===== src/rtl/pipe_hazard_ctrl.sv =====
// Hazard and stall scheduler for the five-stage pipeline: drives buffer enables/flushes,
// resolves load-use, taken-branch and multi-cycle memory hazards, and counts stall/flush events.
module pipe_hazard_ctrl #(
    parameter int WAIT_MAX = 8
) (
    input  logic        clk,
    input  logic        rst,
    input  logic        idex_mem_read,
    input  logic [4:0]  idex_rt,
    input  logic [4:0]  ifid_rs,
    input  logic [4:0]  ifid_rt,
    input  logic        exmem_branch,
    input  logic        exmem_zf,
    input  logic        exmem_mem_req,
    input  logic        mem_ready,
    output logic        pc_en,
    output logic        ifid_en,
    output logic        idex_en,
    output logic        exmem_en,
    output logic        ifid_flush,
    output logic        idex_flush,
    output logic        exmem_flush,
    output logic        memwb_flush,
    output logic        pc_src,
    output logic [1:0]  state,
    output logic        err,
    output logic [15:0] stall_cnt,
    output logic [15:0] flush_cnt
);

    localparam logic [1:0] RUN      = 2'b00;
    localparam logic [1:0] MEM_WAIT = 2'b01;
    localparam logic [1:0] ERR      = 2'b10;
    localparam logic [7:0] WAIT_LIMIT = WAIT_MAX[7:0];

    logic [7:0] wait_cnt;
    logic [7:0] wait_nxt;
    logic [1:0] state_nxt;
    logic       err_nxt;
    logic       flush_inc;
    logic       mem_stall;
    logic       branch_taken;
    logic       load_use;

    assign mem_stall    = exmem_mem_req & ~mem_ready;
    assign branch_taken = exmem_branch & exmem_zf;
    assign load_use     = idex_mem_read && (idex_rt != 5'd0) &&
                          ((idex_rt == ifid_rs) || (idex_rt == ifid_rt));

    // Reset is folded into the Mealy outputs so the buffers are cleared while rst is held.
    always_comb begin
        pc_en       = 1'b1;
        ifid_en     = 1'b1;
        idex_en     = 1'b1;
        exmem_en    = 1'b1;
        ifid_flush  = 1'b0;
        idex_flush  = 1'b0;
        exmem_flush = 1'b0;
        memwb_flush = 1'b0;
        pc_src      = 1'b0;
        state_nxt   = state;
        wait_nxt    = wait_cnt;
        err_nxt     = err;
        flush_inc   = 1'b0;

        if (rst) begin
            pc_en       = 1'b0;
            ifid_en     = 1'b0;
            idex_en     = 1'b0;
            exmem_en    = 1'b0;
            ifid_flush  = 1'b1;
            idex_flush  = 1'b1;
            exmem_flush = 1'b1;
            memwb_flush = 1'b1;
        end else begin
            case (state)
                RUN: begin
                    if (mem_stall) begin
                        pc_en       = 1'b0;
                        ifid_en     = 1'b0;
                        idex_en     = 1'b0;
                        exmem_en    = 1'b0;
                        memwb_flush = 1'b1;
                        state_nxt   = MEM_WAIT;
                        wait_nxt    = 8'd1;
                    end else if (branch_taken) begin
                        pc_src      = 1'b1;
                        ifid_flush  = 1'b1;
                        idex_flush  = 1'b1;
                        exmem_flush = 1'b1;
                        flush_inc   = 1'b1;
                    end else if (load_use) begin
                        pc_en      = 1'b0;
                        ifid_en    = 1'b0;
                        idex_flush = 1'b1;
                    end
                end
                MEM_WAIT: begin
                    // Branch and load-use inputs are stale while the pipe is frozen, so ignore them.
                    if (mem_ready) begin
                        state_nxt = RUN;
                        wait_nxt  = 8'd0;
                    end else begin
                        pc_en       = 1'b0;
                        ifid_en     = 1'b0;
                        idex_en     = 1'b0;
                        exmem_en    = 1'b0;
                        memwb_flush = 1'b1;
                        if (wait_cnt == WAIT_LIMIT) begin
                            state_nxt = ERR;
                            err_nxt   = 1'b1;
                        end else begin
                            wait_nxt = wait_cnt + 8'd1;
                        end
                    end
                end
                ERR: begin
                    pc_en    = 1'b0;
                    ifid_en  = 1'b0;
                    idex_en  = 1'b0;
                    exmem_en = 1'b0;
                end
                default: begin
                    state_nxt = RUN;
                    wait_nxt  = 8'd0;
                end
            endcase
        end
    end

    always_ff @(posedge clk or posedge rst) begin
        if (rst) begin
            state     <= RUN;
            wait_cnt  <= 8'd0;
            err       <= 1'b0;
            stall_cnt <= 16'd0;
            flush_cnt <= 16'd0;
        end else begin
            state    <= state_nxt;
            wait_cnt <= wait_nxt;
            err      <= err_nxt;
            if (!pc_en && (stall_cnt != 16'hFFFF)) begin
                stall_cnt <= stall_cnt + 16'd1;
            end
            if (flush_inc && (flush_cnt != 16'hFFFF)) begin
                flush_cnt <= flush_cnt + 16'd1;
            end
        end
    end

endmodule


===== config.mk =====
export PLATFORM = sky130hd
export DESIGN_NAME = pipe_hazard_ctrl
export DESIGN_NICKNAME = d
export VERILOG_FILES = /design/src/rtl/pipe_hazard_ctrl.sv
export SDC_FILE = /design/constraint.sdc
export NUM_CORES = 1
export LEC_CHECK = 0
export CORE_MARGIN = 1
export CORE_UTILIZATION = 44
export CTS_BUF_LIST = sky130_fd_sc_hd__clkbuf_8 sky130_fd_sc_hd__clkbuf_16
export DETAILED_ROUTE_END_ITERATION = 10
export PLACE_DENSITY_LB_ADDON = 0.25
export SLEW_MARGIN = 20
export SYNTH_ARGS = -nofsm -noshare
export SYNTH_HDL_FRONTEND = slang
export SYNTH_SLANG_ARGS = --single-unit

===== constraint.sdc =====
create_clock -name clk -period 2.97 [get_ports clk]
set_input_delay 0.594 -clock clk [delete_from_list [all_inputs] [get_ports clk]]
set_output_delay 0.594 -clock clk [all_outputs]
set_load 0.02 [all_outputs]

==> results of run 1 <==
[state kept, by name, indices dropped and copies added (netlist names)]
signal	cells
wait_cnt	8
stall_cnt	16
flush_cnt	16
err	1
state	2
[layout make-up]
cell class | instances | area (um2) | share of cell area (%)
clock buffers | 7 | 96.34 | 2.920
multi-input cells | 176 | 1240 | 37.58
repair buffers | 81 | 758.2 | 22.98
flip-flops and latches | 43 | 1076 | 32.61
well taps | 70 | 87.58 | 2.655
clock inverters | 1 | 3.754 | 0.1138
inverters | 9 | 37.54 | 1.138
[path summary, 6_finish.rpt]
check                                              start                         to  slack [ns]  depth (start not counted)
min in group asynchronous                            rst       state[0]$_DFFE_PP0P_        1.04                          3
worst max-delay path                          idex_rt[1]                 idex_flush        0.09                          6
max in group asynchronous                            rst   flush_cnt[1]$_DFFE_PP0P_        1.56                          3
worst min-delay path                     err$_DFFE_PP0P_            err$_DFFE_PP0P_        0.48                          1
worst min register to register           err$_DFFE_PP0P_            err$_DFFE_PP0P_        0.48                          1
worst max register to register  stall_cnt[0]$_DFFE_PP0P_  stall_cnt[13]$_DFFE_PP0P_        0.78                          8
[worst register-to-register path, cell delays in order, from the launching register on]
cell	delay [ns]
dfrtp_1	0.42
ha_1	0.23
and3_1	0.23
and4_4	0.17
o21bai_2	0.21
o22ai_2	0.29
buf_4	0.23
o2111ai_1	0.14
xnor2_1	0.16
[timing repair]
item,in CTS,in global routing
hold endpoints to repair,0,0
setup endpoints to repair,7,3
resized for setup,10,6
cloned,0,0
buffers inserted,1,0
pin swaps,1,1
[power groups by stage]
stage,logic (mW),clock network (mW),registers [mW]
2_1_floorplan,0.366,0,0.891
3_3_place_gp,0.749,0,0.831
3_5_place_dp,0.761,0,0.832
4_1_cts,0.753,0.411,0.822
5_1_grt,0.818,0.430,0.847
6_report,0.746,0.397,0.823
[through the flow]
step,util [%],power (mW)
after global placement,61.85,1.580
after global routing,63.79,2.095
after CTS,63.79,1.987
after detailed placement,61.85,1.593
final,63.79,1.966
after floorplan,-,1.256
[per-layer routing]
metal  wire length [um]  share of wire [%]  up-vias
met4                 82                1.6        0
met1               2441                 47      922
li1                   -                  -      985
met2               2409                 46       61
met5                  0                  0        -
met3                287                5.5        7
[kinds of logic after synthesis]
logic type / Yosys count / synth area share (%)
buffers and inverters: 18 / 4.002
xor gates and xnor gates: 46 / 16.74
adders and majority gates: 4 / 2.079
DFF: 43 / 44.70
muxes: 2 / 0.9355
AOI/OAI and AO/OA: 37 / 10.66
and+or+nand+nor: 87 / 20.89
[cells in the mapped netlist (all sizes together) (7+ instances only)]
library cell,count,share of area [%]
nor2,18,2.8
o2111ai,7,2.5
xor2,21,7.6
nand2,13,2.0
nor3,9,2.3
inv,9,1.4
and3,13,3.4
o21ai,18,3.9
buf,8,2.4
xnor2,25,9.1
nand4,10,2.6
dfrtp,43,45
==> qor.csv, run 1 <==
metric,value,unit
slowest_stage,or4_1,
hp-class,register to register,
drt-initial-drc-count,47,
antenna_cells,0,
fill_cells,445,
final.setup_skew,0.004949,ns
slew_violations,0,
finalSetupViolations,0,
use_met2,32.36,%
start_util,46.54,%
finalNetCount,342,
p_int,1.267,mW
wl,5221,um
cp_num_buf_inv,2,
pwr-share-clk,20.2,%
max-slew-margin-rel,64.12,%
worst_slack,0.08757,ns
antenna_found_initial,0,
synth.distinct_cells,42,
ir_worst_vdd,0.6202,mV
clock_sinks,43,
worst_setup_path_start_kind,input pin,
clkTransAtPathRegs,0.07,ns
synth_edf_count,0,
die_area,5771,um2
fin_hold_ws,0.4785,ns
via_per_inst,5.103,
critPathKind,input pin to output port,
drcViolationCount,0,
vias,1975,
grt_max_degree,45,
p_seq_share,41.9,%
worstPathCellList,clkdlybuf4s50_1 -> or4_1 -> o21ai_2 -> nor3_1 -> or2_2 -> clkdlybuf4s15_2,
grt_pass1_wl,8949,um
fin_area,3299,um2
combPwrFrac,37.9,%
wl_per_cell,13.49,um
die_h,75.97,um
dp_slack,-0.3344,ns
cts_tree,done,
numPortBuffers,65,
met3_usage,3.855,%
dpl_cell_area,3199,um2
critPathMaxStageDelay,0.54,ns
ys_warn_count,0,
dieWidth,75.97,um
ys.flop_type,dfrtp_1,
drive_above_1_share,13.56,%
min_period,2.882,ns
switching_power,0.6987,mW
cp_max_fo,3,
leakagePower,1.449,nW
track_usage,19.28,%
max-clock-path-buffers,2,
routabilityCongestion,0.8296,
synth_area,2407,um2
stdcell_count,387,
first_global_vias,1947,
worstPathArrival,2.29,ns
ioPinCount,66,
ys_ff_latch,43,
hpwl,3795,um
dp_cells,378,
ant_nets,0,
rows,26,
p_per_area,595.9,nW/um2
core,5172,um2
clk_latency,0.29,ns
syn_avg_cell_area,10.16,um2
fin_setup_tns,0,ns
synthArstFlopShare,100.0,%
cts_made_buffers,5,
max_cap_violations,0,
end_kind,output port,
area_growth,37.06,%
seq_area_frac_synth,44.70,%
syn_nets,263,
swShare,35.54,%
grtUsageMet1,24.16,%
first_pass_iters,4,
hold_viol,0,
worst_pin_slew,0.5382,ns
status,finished clean,
grt-ovfl-total,0,
final_cell_mix,"clkdlybuf4s50_1 (56), dfrtp_1 (43), xnor2_1 (25)",
top_usage_layer,met2,
htreeDepth,2,
finalCritPeriodShare,97.05,%
clock.fmax,346.9,MHz
layout_commonest_cell,clkdlybuf4s50_1,
hold_buffers,0,
crit_family,simple AND/OR/NAND/NOR gates,
cts_root_buf,clkbuf_8,
synthCells,237,
crit_required,2.38,ns
(Power assumes the default switching activity.)
==> run 2, diff against run 1 <==
Settings changed: CAP_MARGIN from default to 20.
==> results of run 2 <==
No change in the layout: final DEF, timing and power equal those of run 1.
